### src/rtl/btn_pkg.sv
// Shared types and constants for the push-button conditioning chain.
package btn_pkg;

   typedef enum logic [1:0] {
      REL   = 2'd0,
      DELAY = 2'd1,
      RPT   = 2'd2
   } rpt_state_e;

   localparam int BTN_U = 3;
   localparam int BTN_D = 2;
   localparam int BTN_L = 1;
   localparam int BTN_R = 0;

   // 100 MHz defaults: 10 ms debounce, 500 ms first repeat, 100 ms repeat period.
   localparam int DEF_NBTN         = 4;
   localparam int DEF_DB_CYCLES    = 1_000_000;
   localparam int DEF_REPEAT_DELAY = 50_000_000;
   localparam int DEF_REPEAT_RATE  = 10_000_000;
   localparam int DEF_CNT_W        = 27;

endpackage

### src/rtl/btn_channel.sv
// One button: 2-flop synchronizer, counter debouncer and press/release/auto-repeat FSM.
module btn_channel
   import btn_pkg::*;
#(
   parameter int DB_CYCLES    = DEF_DB_CYCLES,
   parameter int REPEAT_DELAY = DEF_REPEAT_DELAY,
   parameter int REPEAT_RATE  = DEF_REPEAT_RATE,
   parameter int CNT_W        = DEF_CNT_W
) (
   input  logic clk,
   input  logic clr,
   input  logic raw_i,
   output logic level_o,
   output logic press_o,
   output logic release_o,
   output logic repeat_o
);

   localparam logic [CNT_W-1:0] DB_LAST  = CNT_W'(DB_CYCLES - 1);
   localparam logic [CNT_W-1:0] RD_LAST  = CNT_W'(REPEAT_DELAY - 1);
   localparam logic [CNT_W-1:0] RR_LAST  = CNT_W'(REPEAT_RATE - 1);
   localparam logic [CNT_W-1:0] CNT_ONE  = CNT_W'(1);

   logic             s1_q, s2_q;
   logic             level_q, level_d;
   logic [CNT_W-1:0] dcnt_q, dcnt_d;
   logic [CNT_W-1:0] rcnt_q, rcnt_d;
   rpt_state_e       state_q, state_d;
   logic             press_q, press_d;
   logic             release_q, release_d;
   logic             repeat_q, repeat_d;
   logic             rise, fall;

   always_ff @(posedge clk or negedge clr) begin
      if (!clr) begin
         s1_q      <= 1'b0;
         s2_q      <= 1'b0;
         level_q   <= 1'b0;
         dcnt_q    <= '0;
         rcnt_q    <= '0;
         state_q   <= REL;
         press_q   <= 1'b0;
         release_q <= 1'b0;
         repeat_q  <= 1'b0;
      end else begin
         s1_q      <= raw_i;
         s2_q      <= s1_q;
         level_q   <= level_d;
         dcnt_q    <= dcnt_d;
         rcnt_q    <= rcnt_d;
         state_q   <= state_d;
         press_q   <= press_d;
         release_q <= release_d;
         repeat_q  <= repeat_d;
      end
   end

   // Any cycle where the synchronized input agrees with the level restarts the count.
   always_comb begin
      level_d = level_q;
      dcnt_d  = '0;
      if (s2_q != level_q) begin
         if (dcnt_q == DB_LAST) begin
            level_d = s2_q;
         end else begin
            dcnt_d = dcnt_q + CNT_ONE;
         end
      end
   end

   // Edges are taken from the next level so pulses land in the cycle the level changes.
   assign rise = level_d & ~level_q;
   assign fall = ~level_d & level_q;

   always_comb begin
      state_d   = state_q;
      rcnt_d    = rcnt_q;
      press_d   = 1'b0;
      release_d = 1'b0;
      repeat_d  = 1'b0;
      case (state_q)
         REL: begin
            if (rise) begin
               press_d  = 1'b1;
               repeat_d = 1'b1;
               rcnt_d   = '0;
               state_d  = DELAY;
            end
         end
         DELAY: begin
            if (fall) begin
               release_d = 1'b1;
               rcnt_d    = '0;
               state_d   = REL;
            end else if (rcnt_q == RD_LAST) begin
               repeat_d = 1'b1;
               rcnt_d   = '0;
               state_d  = RPT;
            end else begin
               rcnt_d = rcnt_q + CNT_ONE;
            end
         end
         RPT: begin
            if (fall) begin
               release_d = 1'b1;
               rcnt_d    = '0;
               state_d   = REL;
            end else if (rcnt_q == RR_LAST) begin
               repeat_d = 1'b1;
               rcnt_d   = '0;
            end else begin
               rcnt_d = rcnt_q + CNT_ONE;
            end
         end
         default: begin
            state_d = REL;
            rcnt_d  = '0;
         end
      endcase
   end

   assign level_o   = level_q;
   assign press_o   = press_q;
   assign release_o = release_q;
   assign repeat_o  = repeat_q;

endmodule

### src/rtl/btn_conditioner.sv
// Conditions NBTN raw push-buttons into debounced levels and press/release/repeat pulses.
module btn_conditioner
   import btn_pkg::*;
#(
   parameter int NBTN         = DEF_NBTN,
   parameter int DB_CYCLES    = DEF_DB_CYCLES,
   parameter int REPEAT_DELAY = DEF_REPEAT_DELAY,
   parameter int REPEAT_RATE  = DEF_REPEAT_RATE,
   parameter int CNT_W        = DEF_CNT_W
) (
   input  logic            clk,
   input  logic            clr,
   input  logic [NBTN-1:0] btn_raw,
   output logic [NBTN-1:0] btn_level,
   output logic [NBTN-1:0] btn_press,
   output logic [NBTN-1:0] btn_release,
   output logic [NBTN-1:0] btn_repeat
);

   genvar gi;
   generate
      for (gi = 0; gi < NBTN; gi++) begin : g_chan
         btn_channel #(
            .DB_CYCLES    (DB_CYCLES),
            .REPEAT_DELAY (REPEAT_DELAY),
            .REPEAT_RATE  (REPEAT_RATE),
            .CNT_W        (CNT_W)
         ) u_chan (
            .clk       (clk),
            .clr       (clr),
            .raw_i     (btn_raw[gi]),
            .level_o   (btn_level[gi]),
            .press_o   (btn_press[gi]),
            .release_o (btn_release[gi]),
            .repeat_o  (btn_repeat[gi])
         );
      end
   endgenerate

endmodule
### config.mk
export PLATFORM = sky130hd
export DESIGN_NAME = btn_conditioner
export DESIGN_NICKNAME = d
export VERILOG_FILES = /design/src/rtl/btn_pkg.sv /design/src/rtl/btn_channel.sv /design/src/rtl/btn_conditioner.sv
export SDC_FILE = /design/constraint.sdc
export NUM_CORES = 1
export LEC_CHECK = 0
export ABC_AREA = 1
export BUFFER_PORTS_ARGS = -buffer_cell sky130_fd_sc_hd__buf_2
export CAP_MARGIN = 20
export CELL_PAD_IN_SITES_DETAIL_PLACEMENT = 1
export CELL_PAD_IN_SITES_GLOBAL_PLACEMENT = 2
export CORE_UTILIZATION = 38
export DETAILED_ROUTE_END_ITERATION = 8
export HOLD_SLACK_MARGIN = 0.15
export MAX_ROUTING_LAYER = met4
export PLACE_DENSITY = 0.87
export SLEW_MARGIN = 20
export SYNTH_ARGS = -nofsm -noshare
export SYNTH_HDL_FRONTEND = slang
export SYNTH_SLANG_ARGS = --single-unit
### constraint.sdc
create_clock -name clk -period 1.98 [get_ports clk]
set_input_delay 0.396 -clock clk [delete_from_list [all_inputs] [get_ports clk]]
set_output_delay 0.396 -clock clk [all_outputs]
set_load 0.05 [all_outputs]
==> results.yml <==
status:
  status: "completed"
clock_network:
  clk_pin_slew_ps: 60
  cts_root_buf: "clkbuf_16"
  cts_tree: "done"
  clk_path_buf_depth: 3
  clock_sinks: 248
  worstSkewPairLatency_ps: 580
  numCtsBuffers: 30
  htreeDepth: 1
pwr:
  power.internal_mw: 8.735
  combPwrFrac: 0.025
  switching_share: 0.2214
  p_leak_nw: 8.318
  p_switching_mw: 2.484
  clkPwrFrac: 0.519
  power_density_nw_per_um2: 615.1
  seq_power_share: 0.456
  peakVddDrop_uv: 633.4
floorplan:
  die_y_um: 202.7
  dieArea_um2: 41090
  die_width_um: 202.7
  rows: 73
  core_area_um2: 39730
  ios: 22
  start_util: 0.3853
timing:
  skew_ps: 10.04
  hold-worst-slack_ps: 329.5
  timing.fmax_ghz: 0.5229
  fin_crit_ps: 1912
  fin_crit_sh: 0.9658
  fin_ws_ps: 67.76
  slew_violations: 0
  slew_headroom: 0.4874
  hold_violations: 0
  setup_tns_ps: 0
  tightest_slew_ps: 766.0
  grt_setup_unrepaired: "yes"
  setup_viol: 0
critical_path:
  path_buf_inv: 2
  r2r_cells: 12
  crit_fanout: 9
  r2r-start: "g_chan[3].u_chan.rcnt_q[0]"
  r2r_slack_ps: 70
  end_kind: "flop"
  cp_top_family: "simple AND/OR/NAND/NOR gates"
  start_kind: "flop"
  startpoint: "g_chan[3].u_chan.rcnt_q[0]"
  cp-endpoint: "g_chan[3].u_chan.rcnt_q[18]"
  slowest_delay_ps: 410
  arrival_ps: 2370
  critPathKind: "reg -> reg"
  slowest_stage: "dfrtp_1"
  crit-reg2reg-capture: "g_chan[3].u_chan.rcnt_q[18]"
  cp_common_cell: "nand2_2"
  crit_cells: 12
  cp.required_ps: 2440
  crit_chain: "ha_4, nand3_4, nor3_2, buf_4, nand2_2, nor2_2, nor2_1, nand2_2, nand2_4, buf_6, nand3_1, nand2_1"
global_routing:
  grt_max_degree: 51
  antenna_found_initial: 0
  grt_pass1_wl_mm: 76.75
  grt_usage: 0.2313
  grt_pass1_vias: 15490
  overflow: 0
synthesis:
  ys_warn_count: 0
  synth.net_count: 2150
  synth_cells: 2120
  seq_area_frac_synth: 0.4054
  syn_area_um2: 15310
  synth-seq-cells: 248
  synth.avg_cell_area_um2: 7.220
  synth.distinct_cells: 48
layout:
  final_cell_area_um2: 18240
  diodes: 0
  multiInputGateArea_um2: 8093
  layout-drive-gt1-share: 0.1506
  seq_area_um2: 6215
  fin_nets: 2285
  syn2layout_area_growth_pct: 19.16
  layoutNonFillerInstCount: 2802
  fillCellCount: 5045
run:
  max_cap_violations: 0
drt:
  ant_nets: 0
  dr.pass1.iters: 5
  drc: 0
  wl_per_cell_um: 16.09
  drt_iter0_markers: 643
  via_count: 14390
  avgViaCountPerCell: 5.135
  wl_mm: 45.09
placed_design:
  dp_slack_ps: -76.36
  place_congestion: 0.9029
  io_buffers: 21
  placed_area_um2: 16710
  dpl.cell_count: 2727
  dp_hpwl_mm: 33.40
hold_path:
  min_path_type: "in -> async"
==> logic make-up (layout without fill, tap and decap cells) <==
family	Yosys count	after routing	synth area share
AND/OR/NAND/NOR	1280	1281	0.3727
buffers and inverters	316	472	0.08493
flip-flops	248	248	0.4054
AO/OA/AOI/OAI	153	153	0.06073
XOR/XNOR	99	99	0.05665
adder cells (fa/ha/maj)	24	24	0.01962
==> how the worst min path moves through the flow <==
stage,startpoint,end,cells past startpoint
after floorplan,clr,g_chan[0].u_chan.dcnt_q[0],0
after global placement,g_chan[3].u_chan.s1_q,g_chan[3].u_chan.s2_q,0
after detailed placement,g_chan[0].u_chan.s1_q,g_chan[0].u_chan.s2_q,0
after CTS,clr,g_chan[1].u_chan.dcnt_q[18],2
after global routing,clr,g_chan[1].u_chan.dcnt_q[16],2
final,clr,g_chan[1].u_chan.dcnt_q[16],2
==> metrics by stage <==
stage,total power [mW],utilization
4_1_cts,11.38,0.4494
5_1_grt,11.63,0.4591
2_1_floorplan,5.286,-
6_report,11.22,0.4591
3_5_place_dp,5.487,0.4206
3_3_place_gp,5.476,0.4206
==> layout by cell type, fill, tap and decap left out, types with 5 or more instances in the layout <==
| cell | synthesis | routed |
|---|---|---|
| nand2_1 | 515 | 509 |
| nor2_1 | 327 | 304 |
| inv_1 | 253 | 252 |
| dfrtp_1 | 248 | 241 |
| nand3_1 | 181 | 173 |
| buf_4 | 18 | 122 |
| nand4_1 | 86 | 86 |
| nor3_1 | 86 | 81 |
| xor2_1 | 78 | 78 |
| a21oi_1 | 47 | 46 |
| o21ai_0 | 52 | 44 |
| clkbuf_16 | 0 | 31 |
| nor2_2 | 10 | 25 |
| o21ai_2 | 21 | 25 |
| xnor2_1 | 21 | 21 |
| ha_1 | 24 | 20 |
| buf_2 | 15 | 20 |
| nand3b_1 | 18 | 18 |
| nand3_2 | 9 | 14 |
| o21ai_1 | 10 | 14 |
| nand2_2 | 7 | 12 |
| or2_2 | 10 | 10 |
| nor2_4 | 1 | 9 |
| clkbuf_8 | 0 | 9 |
| nor4_1 | 9 | 8 |
| nor3b_1 | 8 | 8 |
| nor3_2 | 4 | 7 |
| dfrtp_2 | 0 | 7 |
| clkinv_2 | 1 | 6 |
| buf_12 | 0 | 6 |
| dlygate4sd3_1 | 0 | 5 |
==> power by group through the flow <==
stage	clock [mW]	sequential (mW)	combinational, mW
after floorplan	0	5.21	0.0786
after global placement	0	5.21	0.270
after detailed placement	0	5.21	0.277
after CTS	5.98	5.12	0.286
after global routing	6.19	5.12	0.323
final	5.82	5.12	0.279
==> layer usage <==
metal / vias to the layer above / track usage / routed length (um)
li1: 7081 / - / -
met1: 7115 / 0.2872 / 20800
met2: 127 / 0.4035 / 22370
met5: - / - / 0
met4: 0 / 0.05290 / 859
met3: 64 / 0.02424 / 1060
==> cell type report <==
| type | instances | area share |
|---|---|---|
| Clock inverter | 11 | 0.007546 |
| Timing Repair Buffer | 157 | 0.06791 |
| Tap cell | 525 | 0.03601 |
| Timing Repair inverter | 1 | 0.0002744 |
| Clock buffer | 43 | 0.04994 |
| Sequential cell | 248 | 0.3407 |
| Inverter | 260 | 0.05392 |
| Multi-Input combinational cell | 1557 | 0.4437 |
==> registers in the layout (all words and copies together), names as in the netlist <==
register / count
g_chan.u_chan.level_o: 4
g_chan.u_chan.s2_q: 4
g_chan.u_chan.press_o: 4
g_chan.u_chan.s1_q: 4
g_chan.u_chan.rcnt_q: 108
g_chan.u_chan.release_o: 4
g_chan.u_chan.repeat_o: 4
g_chan.u_chan.dcnt_q: 108
g_chan.u_chan.state_q: 8
==> Yosys cell counts (all sizes together) <==
cell type	instances	share of area
nand3b	18	0.0088
clkinv	3	0.00082
o221a	2	0.0015
a31oi	4	0.0016
nor2	339	0.086
xnor2	21	0.012
ha	24	0.020
and2	1	0.00041
o31ai	1	0.00049
nand2	525	0.13
clkbuf	20	0.0050
o21ai	83	0.032
o211a	3	0.0020
nor3	92	0.033
nor3b	8	0.0039
buf	36	0.016
a21oi	50	0.018
and3	1	0.00041
o22ai	1	0.00041
dfrtp	248	0.41
nand4	86	0.035
o21bai	3	0.0015
nor4	9	0.0037
a211oi	4	0.0020
xor2	78	0.045
nand3	190	0.065
o21a	2	0.00098
inv	257	0.063
or2	10	0.0041
and3b	1	0.00057
==> repair_timing <==
item,4_1_cts,5_1_grt
gates resized for setup,11,79
endpoints found under the hold margin,187,0
hold buffers,5,0
setup buffers,0,14
endpoints found under the setup margin,38,135
gates cloned,0,2
pin swaps,0,21
(Power assumes the default switching activity.)
